$ cat src/rtl/cd_csr_arb_pkg.sv
// Shared types and constants for the two-requester CSR arbiter.
// Tie policy is chosen by CD_CSR_ARB_FIXED_PRIO_EN in cd_csr_arb.
package cd_csr_arb_pkg;

  typedef enum logic [1:0] {
    IDLE  = 2'd0,
    ISSUE = 2'd1,
    RESP  = 2'd2
  } state_t;

  localparam logic [3:0] REG_INT_FLAG = 4'h9;

endpackage

$ cat src/rtl/cd_rr_pick.sv
// Grant selection for two requesters: on a tie the requester not granted last wins.
module cd_rr_pick (
  input  logic [1:0] i_req,
  input  logic       i_last,
  output logic       o_grant
);

  always_comb begin
    o_grant = 1'b0;
    if (i_req == 2'b11) begin
      o_grant = ~i_last;
    end else if (i_req[1]) begin
      o_grant = 1'b1;
    end
  end

endmodule

$ cat src/rtl/cd_csr_arb.sv
// Arbitrates two requesters onto one CSR port: IDLE -> ISSUE -> RESP, one access at a time.
// Define CD_CSR_ARB_FIXED_PRIO_EN for fixed m0-wins ties instead of round-robin.
module cd_csr_arb
  import cd_csr_arb_pkg::*;
#(
  parameter int ADDR_W = 4
) (
  input  logic              clk,
  input  logic              reset,
  input  logic [ADDR_W-1:0] m0_address,
  input  logic [3:0]        m0_byteenable,
  input  logic              m0_read,
  input  logic              m0_write,
  input  logic [31:0]       m0_writedata,
  output logic [31:0]       m0_readdata,
  output logic              m0_ack,
  input  logic [ADDR_W-1:0] m1_address,
  input  logic [3:0]        m1_byteenable,
  input  logic              m1_read,
  input  logic              m1_write,
  input  logic [31:0]       m1_writedata,
  output logic [31:0]       m1_readdata,
  output logic              m1_ack,
  output logic [ADDR_W-1:0] csr_address,
  output logic [3:0]        csr_byteenable,
  output logic              csr_read,
  output logic              csr_write,
  output logic [31:0]       csr_writedata,
  input  logic [31:0]       csr_readdata,
  output logic              busy
);

  state_t r_state;
  state_t w_next;

  logic [1:0]        w_req;
  logic              w_grant;
  logic              w_last;
  logic              w_selWrite;
  logic              w_selRead;
  logic              w_take;

  logic              r_grant;
  logic              r_isRead;
  logic              r_isWrite;
  logic [ADDR_W-1:0] r_addr;
  logic [3:0]        r_be;
  logic [31:0]       r_wdata;

  assign w_req  = {m1_read | m1_write, m0_read | m0_write};
  assign w_take = (r_state == IDLE) && (|w_req);

`ifdef CD_CSR_ARB_FIXED_PRIO_EN
  assign w_last = 1'b1;
`else
  logic r_last;

  always_ff @(posedge clk) begin
    if (reset) begin
      r_last <= 1'b1;
    end else if (w_take) begin
      r_last <= w_grant;
    end
  end

  assign w_last = r_last;
`endif

  cd_rr_pick u_pick (
    .i_req   (w_req),
    .i_last  (w_last),
    .o_grant (w_grant)
  );

  // A simultaneous read+write is demoted to a write only.
  assign w_selWrite = w_grant ? m1_write : m0_write;
  assign w_selRead  = (w_grant ? m1_read : m0_read) & ~w_selWrite;

  always_ff @(posedge clk) begin
    if (reset) begin
      r_state <= IDLE;
    end else begin
      r_state <= w_next;
    end
  end

  always_comb begin
    w_next = r_state;
    case (r_state)
      IDLE:    if (|w_req) w_next = ISSUE;
      ISSUE:   w_next = RESP;
      RESP:    w_next = IDLE;
      default: w_next = IDLE;
    endcase
  end

  always_ff @(posedge clk) begin
    if (reset) begin
      r_grant   <= 1'b0;
      r_isRead  <= 1'b0;
      r_isWrite <= 1'b0;
      r_addr    <= '0;
      r_be      <= 4'h0;
      r_wdata   <= 32'h0;
    end else if (w_take) begin
      r_grant   <= w_grant;
      r_isRead  <= w_selRead;
      r_isWrite <= w_selWrite;
      r_addr    <= w_grant ? m1_address    : m0_address;
      r_be      <= w_grant ? m1_byteenable : m0_byteenable;
      r_wdata   <= w_grant ? m1_writedata  : m0_writedata;
    end
  end

  // Read data is captured at the end of ISSUE so it is valid alongside the ack in RESP.
  always_ff @(posedge clk) begin
    if (reset) begin
      m0_ack      <= 1'b0;
      m1_ack      <= 1'b0;
      m0_readdata <= 32'h0;
      m1_readdata <= 32'h0;
    end else begin
      m0_ack <= 1'b0;
      m1_ack <= 1'b0;
      if (r_state == ISSUE) begin
        if (r_grant) begin
          m1_ack <= 1'b1;
          if (r_isRead) m1_readdata <= csr_readdata;
        end else begin
          m0_ack <= 1'b1;
          if (r_isRead) m0_readdata <= csr_readdata;
        end
      end
    end
  end

  assign csr_read       = (r_state == ISSUE) && r_isRead;
  assign csr_write      = (r_state == ISSUE) && r_isWrite;
  assign csr_address    = r_addr;
  assign csr_byteenable = r_be;
  assign csr_writedata  = r_wdata;
  assign busy           = (r_state != IDLE);

endmodule

$ cat config.mk
export PLATFORM = sky130hd
export DESIGN_NAME = cd_csr_arb
export DESIGN_NICKNAME = d
export VERILOG_FILES = /design/src/rtl/cd_csr_arb_pkg.sv /design/src/rtl/cd_rr_pick.sv /design/src/rtl/cd_csr_arb.sv
export SDC_FILE = /design/constraint.sdc
export NUM_CORES = 1
export LEC_CHECK = 0
export ABC_AREA = 0
export CAP_MARGIN = 20
export CORE_UTILIZATION = 40
export CTS_CLUSTER_SIZE = 25
export DETAILED_ROUTE_END_ITERATION = 8
export PLACE_DENSITY = 0.78
export SETUP_SLACK_MARGIN = 0.3
export SKIP_CTS_REPAIR_TIMING = 1
export SLEW_MARGIN = 25
export SYNTH_ARGS = -nofsm -noshare
export SYNTH_HDL_FRONTEND = slang
export SYNTH_HIERARCHICAL = 1
export SYNTH_SLANG_ARGS = --single-unit
$ cat constraint.sdc
create_clock -name clk -period 3.9 [get_ports clk]
set_input_delay 0.78 -clock clk [delete_from_list [all_inputs] [get_ports clk]]
set_output_delay 0.78 -clock clk [all_outputs]
set_load 0.005 [all_outputs]
# Yosys cells after proc, flatten, opt, wreduce, memory -nomap -nowiden
# Index checks and enable logic that the tools add are counted.
[word_totals]
register_bits = 112
latchBits = 0
mem_bits_rw = 0
mem_bits_ro = 0
input_bits = 118
out_inout_bits = 109
elab_cells = 42
n_memories = 0
[classes]
addsub = 0
mul = 0
div_mod_pow = 0
magnitude_cmp = 0
eq_ne = 3
shifts = 0
muxes = 11
n_bitwise = 7
reduce_logical = 9
[ops]
columns = ["operator", "n"]
rows = [
  ["2-to-1 mux 32 bit", 1],
  ["2-to-1 mux 4 bit", 2],
  ["2-to-1 mux 1 bit", 6],
  ["AND reduction 3 bit", 2],
  ["inverter 1 bit", 4],
  ["one-hot mux 2 bit (2 select lines)", 1],
  ["OR reduction 2 bit", 2],
  ["logical AND 1 bit", 3],
  ["equality test 2 x 1 -> 1 bit (second input constant)", 1],
  ["equality test 2 bit (second input constant)", 1],
  ["zero test 2 bit", 1],
  ["2-to-1 mux 2 bit", 1],
  ["!= test 2 x 1 -> 1 bit (second input constant)", 1],
  ["OR 1 bit", 2],
  ["nonzero test 2 bit", 1],
  ["AND 1 bit", 1],
]

# Logic depth before layout (Yosys ltp)
# Gate-level depths: netlist of the first run.
[logic_depth]
ltp_word = 6
depth_mapped = 6
ltp_nobuf = 5

# By module
# Netlist of the first run, hierarchy kept.
[modules_own_cells]
columns = ["mod", "instances", "cells_per_inst", "area_each_um2", "seq_area_each_um2"]
rows = [
  ["cd_csr_arb", 1, 500, 4569.4, 2242.2],
  ["cd_rr_pick", 1, 1, 11.3, 0.0],
]

# Worst setup path after synthesis of the first run
# OpenSTA, ideal clock, no wires.
[synth_path]
path_type = "input to register"
from = "in m0_read"
to = "reg r_addr[0], in the netlist csr_address[0]"
setup_time_ps = 146
arrival_time_ps = 2152
required_ps = 3754
path_slack_ps = 1602
stages = 6
n_path_buf = 2
path_cell_list = "or2_2 -> a21boi_2 -> buf_2 -> clkbuf_1 -> mux2i_1 -> a211oi_2"
[synth_between]
elab_chain_cells = 4
elab_cells_between_ends = 6
cone_classes = "eq/ne: 1; mux: 2; bitwise: 1; reduce/logical: 2"
[synth_rtl]
columns = ["element", "line_no", "text"]
rows = [
  ["start, declared", "cd_csr_arb.sv:12", "input logic m0_read,"],
  ["OR 1 bit", "cd_csr_arb.sv:50", "assign w_req = {m1_read | m1_write, m0_read | m0_write};"],
  ["equality test 2 bit", "cd_rr_pick.sv:10", "if (i_req == 2'b11) begin"],
  ["2-to-1 mux 1 bit", "cd_rr_pick.sv:10", ""],
  ["named net w_grant", "cd_csr_arb.sv:37", "logic w_grant;"],
  ["2-to-1 mux 4 bit", "cd_csr_arb.sv:109", "r_addr <= w_grant ? m1_address : m0_address;"],
  ["end signal, assigned", "cd_csr_arb.sv:109", ""],
  ["end, declared", "cd_csr_arb.sv:46", "logic [ADDR_W-1:0] r_addr;"],
]
# The timed path passes the listed nets, and every way through them passes these cells.
# A chain may end at the register's enable or synchronous reset.

# Worst setup path in the final report of the first run
[layout_path]
from = "in m0_read"
to = "reg r_wdata[13], in the netlist csr_writedata[13]"
[layout_between]
elab_chain_cells = 4
elab_cells_between_ends = 6
cone_classes = "eq/ne: 1; mux: 2; bitwise: 1; reduce/logical: 2"
[layout_rtl]
columns = ["element", "line_no", "text"]
rows = [
  ["OR 1 bit *", "cd_csr_arb.sv:50", ""],
  ["equality test 2 bit", "cd_rr_pick.sv:10", ""],
  ["2-to-1 mux 1 bit", "cd_rr_pick.sv:10", ""],
  ["2-to-1 mux 32 bit", "cd_csr_arb.sv:111", "r_wdata <= w_grant ? m1_writedata : m0_writedata;"],
  ["end signal, assigned", "cd_csr_arb.sv:111", ""],
  ["end, declared", "cd_csr_arb.sv:48", "logic [31:0] r_wdata;"],
]
# Mark *: on every way between the ends. The rest lies on a longest branch, timed or not.

==> reports/results.md, run 1 <==
- startpoint-to-endpoint class of the critical path: input pin to flip-flop
- Top Ports: 227
- leak pwr: 0.00252 µW
- worst clock skew on the final layout: 0.0101 ns
- All-Layer GR Usage: 0.223
- delay-heaviest family, CP: simple AND/OR/NAND/NOR gates
- final setup TNS: 0 ns
- Pins Over Slew Limit: 0
- via density per instance: 5.11
- drt pass-1 iters: 4
- root buf cell: clkbuf_16
- total half-perimeter wirelength after legalization and detailed placement: 9.63 mm
- Clock Power Share: 0.322
- Filler Cell Count: 928
- area added between synthesis and finish: 57.0%
- wire length of the first global-routing pass: 20.9 mm
- Critical Path Start Type: input pin
- source-to-sink clock delay at the later pin of the worst-skew pair: 0.34 ns
- sum of overflow across all layers after global routing: 0
- floorplan die height: 109 µm
- EDFF count, synth: 0
- layout cell share with drive strength beyond 1: 0.105
- count of antenna diodes in the layout: 0
- RSZ-0062 raised after global routing: false
- total number of vias: 4324
- worst vdd ir: 0.000203 V
- outcome: complete, no violations
- mux cell area share after synthesis: 0.0896
- Clock Tree Buf Depth: 2
- worst relative slew slack: 0.372
- most frequent cell after synthesis: nand2_1
- Setup violations, final: 0
- Post-DRT Antenna Nets: 0
- worst-path cell chain: clkdlybuf4s50_1, or4_1, and2_4, a211oi_1
- final critical path time including I/O delays and setup: 2.68 ns
- Psw: 731 µW
- DRC violation count after routing: 0
- floorplan die area: 0.0119 mm²
- share of synthesized cell area in and, or, nand and nor gates: 0.133
- number of core rows: 38
- clock transition time at the flip-flop clock pins of the worst setup and hold paths: 0.07 ns
- cell with the largest stage delay on the worst path: or4_1
- net count after synthesis: 619
- number of distinct library cells after synthesis: 30
- peak per-stage delay on the critical path: 0.89 ns
- initial antenna violation count: 0
- Final Hold Violating Endpoints: 0
- TritonCTS clock tree: yes
- crit path max fanout: 42
- Post-Syn Area per Cell: 9.14 µm²
- area inside the core boundary: 0.0110 mm²
- number of global-route vias before repair: 4259
- combinational share of power: 0.218
- final estimated routing congestion in global placement: 0.768
- Synth async-reset ratio: 0
- Die W: 109 µm
- period utilisation layout: 0.687
- maximum clock frequency: 373 MHz
- post-synthesis instance total: 501
- warnings from Yosys: 6
- Worst Path Required: 4.14 ns
- Port Buffer Count: 226
- initial core utilization: 0.417
- routed len/inst: 16.1 µm
- max capacitance violation total: 0
- largest net degree at the start of global routing: 71
- Synth area leaders: dfxtp_1 (49%), a21oi_1 (12%), a211oi_2 (11%)
- complex-gate fraction of the synthesized area: 0.239
- TritonCTS Buffers: 9
- final routed wirelength across all metal layers: 13.6 mm
- number of synthesized register bits: 112
- biggest area consumer among synthesized cells: dfxtp_1
- internal power component: 2020 µW
- transition time at the pin with the least slew margin: 0.942 ns
- share of total power in sequential cells: 0.460
- nets: 819
- top flip-flop cell by instance count after synthesis: dfxtp_1
- netlist area before placement: 0.00458 mm²
- most instantiated cells after synthesis: nand2_1 (130), dfxtp_1 (112), a21oi_1 (106), mux2i_1 (41), a211oi_2 (40)
- Critical Path End Type: flip-flop
- Synth top area share: 0.489
- buffering stage count on the worst path with inverters included: 1
- synthesized-area fraction occupied by xor and xnor cells: 0
- switching power share of the total: 0.266
- post-route core utilization: 0.655
- Iteration-0 DRC Markers: 193
- H-tree lvl count: 3
- arrival time reported for the critical path endpoint: 2.93 ns
- power density over the cells: 383 mW/mm²
- worst hold-check path type: flip-flop to flip-flop
- synthesized-area fraction occupied by adder cells: 0
- dominant combinational cell family by area after synthesis: compound AO/OA/AOI/OAI gates
- sequential fraction of the synthesis area: 0.489
- CTS sink count: 112
[per-stage QoR]
| stage | setup WS, ns | hold slack (ns) | cells | area (µm²) | power, µW |
|---|---|---|---|---|---|
| final | 1.22 | 0.456 | 846 | 7190 | 2750 |
| after global routing | 1.06 | 0.472 | 846 | 7190 | 2880 |
| after CTS | 1.23 | 0.459 | 846 | 7190 | 2780 |
| after detailed placement | 0.888 | 0.449 | 830 | 6900 | 1890 |
| after global placement | 0.940 | 0.441 | 830 | 6900 | 1880 |
| after floorplan | 1.60 | 0.452 | 501 | 4580 | 1580 |
[routing by layer]
metal,vias up,part of all wire,wire length [µm],GRT usage
li1,2119,-,-,-
met1,2023,0.41,5590,0.257
met2,164,0.47,6400,0.384
met3,18,0.10,1370,0.0759
met4,0,0.018,244,0.0705
met5,-,0,0,0
[registers in the layout, summed over array words and instances (netlist names)]
signal and count:
m1_readdata 32, r_isRead 1, m1_ack 1, r_state 2, m0_readdata 32, csr_byteenable 4, r_isWrite 1, r_grant 1
csr_writedata 32, r_last 1, csr_address 4, m0_ack 1
[worst paths after layout]
kind                                                    from                             end  slack (ns)  cells past startpoint
worst max register to register       r_state[1]$_SDFFE_PP0P_   csr_writedata[6]$_SDFFE_PP0P_        1.87                      4
worst min-delay path            m1_readdata[27]$_SDFFE_PP0P_    m1_readdata[27]$_SDFFE_PP0P_        0.46                      2
worst min register to register  m1_readdata[27]$_SDFFE_PP0P_    m1_readdata[27]$_SDFFE_PP0P_        0.46                      2
worst max-delay path                                 m0_read  csr_writedata[13]$_SDFFE_PP0P_        1.22                      4
[power by group through the flow]
stage               registers [µW]  clock network, µW  logic [µW]
floorplan                     1290                  0         288
global placement              1290                  0         588
detailed placement            1290                  0         603
CTS                           1270                905         605
global route                  1270                957         644
finish                        1270                887         600
[kinds of logic (layout without fill, tap and decap cells)]
logic type | Yosys count | after routing
AOI/OAI and AO/OA | 153 | 153
and+or+nand+nor | 146 | 146
DFF | 112 | 112
buffers and inverters | 49 | 254
muxes | 41 | 41
[tightest hold or removal path, delay by kind of cell (launching register included)]
family	cells	cell delay, ns
simple gates	1	0.05
compound gates	1	0.05
flops	1	0.31
[cell type report]
cell class / instances / area [µm²] / share of cell area
repair buffers: 236 / 2330 / 0.325
flip-flops and latches: 112 / 2240 / 0.312
well taps: 140 / 175 / 0.0244
multi-input cells: 340 / 2140 / 0.298
clock inverters: 6 / 50.0 / 0.00696
clock buffers: 10 / 239 / 0.0332
inverters: 2 / 7.51 / 0.00104
[cells in the final DEF (no fill, tap or decap)]
cell and count:
clkdlybuf4s50_1 225, nand2_1 130, dfxtp_1 112, a21oi_1 106, mux2i_1 41, a211oi_2 40
buf_4 11, clkbuf_16 9, or2_2 2, inv_1 2, and3b_1 2, a211oi_1 2
inv_6 2, nor2_4 1, or4_1 1, and2_4 1, nor4bb_4 1, nand4bb_1 1
nor2_1 1, and4b_1 1, nand4b_1 1, and3_1 1, a211o_1 1, nor3b_1 1
a21boi_0 1, o21ba_2 1, o32a_1 1, nor2b_1 1, and2_1 1, clkbuf_8 1
clkinv_2 1, clkinvlp_4 1, inv_8 1, clkinv_4 1, a21boi_4 1
No activity file was read; power rests on OpenSTA's default activity.
==> run 2: changes to the inputs <==
--- a/config.mk
+++ b/config.mk
@@ -7,10 +7,10 @@
 export LEC_CHECK = 0
 export ABC_AREA = 0
 export CAP_MARGIN = 20
-export CORE_UTILIZATION = 40
+export CORE_UTILIZATION = 36
 export CTS_CLUSTER_SIZE = 25
 export DETAILED_ROUTE_END_ITERATION = 8
-export PLACE_DENSITY = 0.78
+export PLACE_DENSITY = 0.74
 export SETUP_SLACK_MARGIN = 0.3
 export SKIP_CTS_REPAIR_TIMING = 1
 export SLEW_MARGIN = 25
==> constraint.sdc (replaced) <==
create_clock -name clk -period 2.4 [get_ports clk]
set_input_delay 0.48 -clock clk [delete_from_list [all_inputs] [get_ports clk]]
set_output_delay 0.48 -clock clk [all_outputs]
set_load 0.005 [all_outputs]
==> run 2 against run 1 <==
Compared with the run above:
- register-to-register slack worse by 1.2 ns
- critical path type unchanged
- sequential power grew 62%
- largest cell class unchanged
- first-iteration DRC count rose by 43%
- largest power group unchanged
- wire length increased by 3.3%
- final area grew 1.7%
- die area grew 11%
- clock power increased by 68%
- global-route usage decreased by 1.3 points
==> reports/results.md, run 2 (same netlist as run 1, synthesis figures left out) <==
- total number of vias: 4382
- TritonCTS Buffers: 9
- count of antenna diodes in the layout: 0
- area inside the core boundary: 0.0122 mm²
- Worst Path Required: 2.66 ns
- routed len/inst: 15.9 µm
- initial antenna violation count: 0
- number of global-route vias before repair: 4477
- transition time at the pin with the least slew margin: 0.665 ns
- cell area after placement: 0.00701 mm²
- nets: 826
- Setup violations, final: 0
- clock transition time at the flip-flop clock pins of the worst setup and hold paths: 0.07 ns
- final critical path time including I/O delays and setup: 2.07 ns
- area added between synthesis and finish: 59.7%
- worst hold-check path type: flip-flop to flip-flop
- Pins Over Slew Limit: 0
- worst vdd ir: 0.000411 V
- maximum clock frequency: 484 MHz
- total half-perimeter wirelength after legalization and detailed placement: 10.2 mm
- register area: 0.00224 mm²
- floorplan die area: 0.0132 mm²
- Clock Tree Buf Depth: 2
- H-tree lvl count: 3
- floorplan die height: 115 µm
- number of core rows: 40
- layout cell share with drive strength beyond 1: 0.115
- sum of overflow across all layers after global routing: 0
- area of the multi-input gates: 0.00215 mm²
- leading cell types in the layout, fill and taps excluded: clkdlybuf4s50_1 (225), nand2_1 (130), dfxtp_1 (110)
- post-route core utilization: 0.599
- startpoint-to-endpoint class of the critical path: input pin to flip-flop
- Post-DRT Antenna Nets: 0
- Iteration-0 DRC Markers: 276
- Design Area, Final: 0.00732 mm²
- via density per instance: 4.97
- Critical Path End Type: flip-flop
- Tot Pwr: 4550 µW
- Port Buffer Count: 226
- cell with the largest stage delay on the worst path: or4_1
- Die W: 115 µm
- worst-path cell chain: clkdlybuf4s50_1, or4_1, and2_2, a211oi_2
- worst relative slew slack: 0.556
- arrival time reported for the critical path endpoint: 2.32 ns
- outcome: complete, no violations
- CTS sink count: 112
- leak pwr: 0.00256 µW
- Top Ports: 227
- root buf cell: clkbuf_16
- worst clock skew on the final layout: 0.00461 ns
- wire length of the first global-routing pass: 22.0 mm
- RSZ-0062 raised after global routing: true
- DRC violation count after routing: 0
- Final Hold Violating Endpoints: 0
- peak per-stage delay on the critical path: 0.66 ns
- TritonCTS clock tree: yes
- source-to-sink clock delay at the later pin of the worst-skew pair: 0.34 ns
- crit path max fanout: 21
- power density over the cells: 622 mW/mm²
- initial core utilization: 0.375
- final routed wirelength across all metal layers: 14.0 mm
- most common library cell in the layout ignoring fill and taps: clkdlybuf4s50_1
- drt pass-1 iters: 4
- Critical Path Start Type: input pin
- largest net degree at the start of global routing: 48
- Filler Cell Count: 1108
- All-Layer GR Usage: 0.210
- max capacitance violation total: 0
- period utilisation layout: 0.861
- final estimated routing congestion in global placement: 0.765
-- run 2: cell types whose count changed in the layout (fill, tap and decap cells not counted), sizes merged --
cell	delta
and2	+1
buf	+6
bufinv	+1
clkbuf	+1
clkinv	+1
inv	-3
-- run 2: cell type report --
| type | count | share of cell area |
|---|---|---|
| flip-flops and latches | 112 | 0.307 |
| multi-input cells | 341 | 0.294 |
| clock inverters | 5 | 0.00770 |
| clock buffers | 11 | 0.0332 |
| repair buffers | 242 | 0.329 |
| inverters | 2 | 0.00103 |
| well taps | 168 | 0.0287 |
-- run 2: path summary, 6_finish.rpt --
kind | startpoint | end | slack (ns) | depth (start not counted)
setup / recovery | m0_read | csr_writedata[20]$_SDFFE_PP0P_ | 0.33 | 4
hold / removal | m1_readdata[19]$_SDFFE_PP0P_ | m1_readdata[19]$_SDFFE_PP0P_ | 0.45 | 2
setup reg to reg | r_state[1]$_SDFFE_PP0P_ | csr_writedata[20]$_SDFFE_PP0P_ | 0.70 | 4
hold reg to reg | m1_readdata[19]$_SDFFE_PP0P_ | m1_readdata[19]$_SDFFE_PP0P_ | 0.45 | 2
-- run 2: stage by stage --
step           setup slack, ns   TNS, ns  hold slack, ns  instances
5_1_grt                  0.281         0           0.477        881
6_report                 0.333         0           0.453        881
3_5_place_dp          -0.00339  -0.00339           0.448        864
3_3_place_gp            0.0443         0           0.442        864
2_1_floorplan            0.402         0           0.452        501
4_1_cts                  0.318         0           0.458        880
-- run 2: power breakdown --
| group | switching, µW | internal, µW |
|---|---|---|
| clock network | 655 | 837 |
| registers | 76.5 | 1980 |
| logic | 425 | 573 |
-- run 2: worst max-delay path, delay by kind of cell --
kind	cells	cell delay (ns)
and+or+nand+nor	2	1.14
AOI/OAI and AO/OA	1	0.25
buffers and inverters	1	0.44
-- run 2: metal layers --
layer	vias up	wire, µm	GRT usage
met5	-	0	0
met4	0	176	0.0563
met3	12	1340	0.0717
met2	179	6880	0.370
met1	2049	5640	0.242
li1	2142	-	-
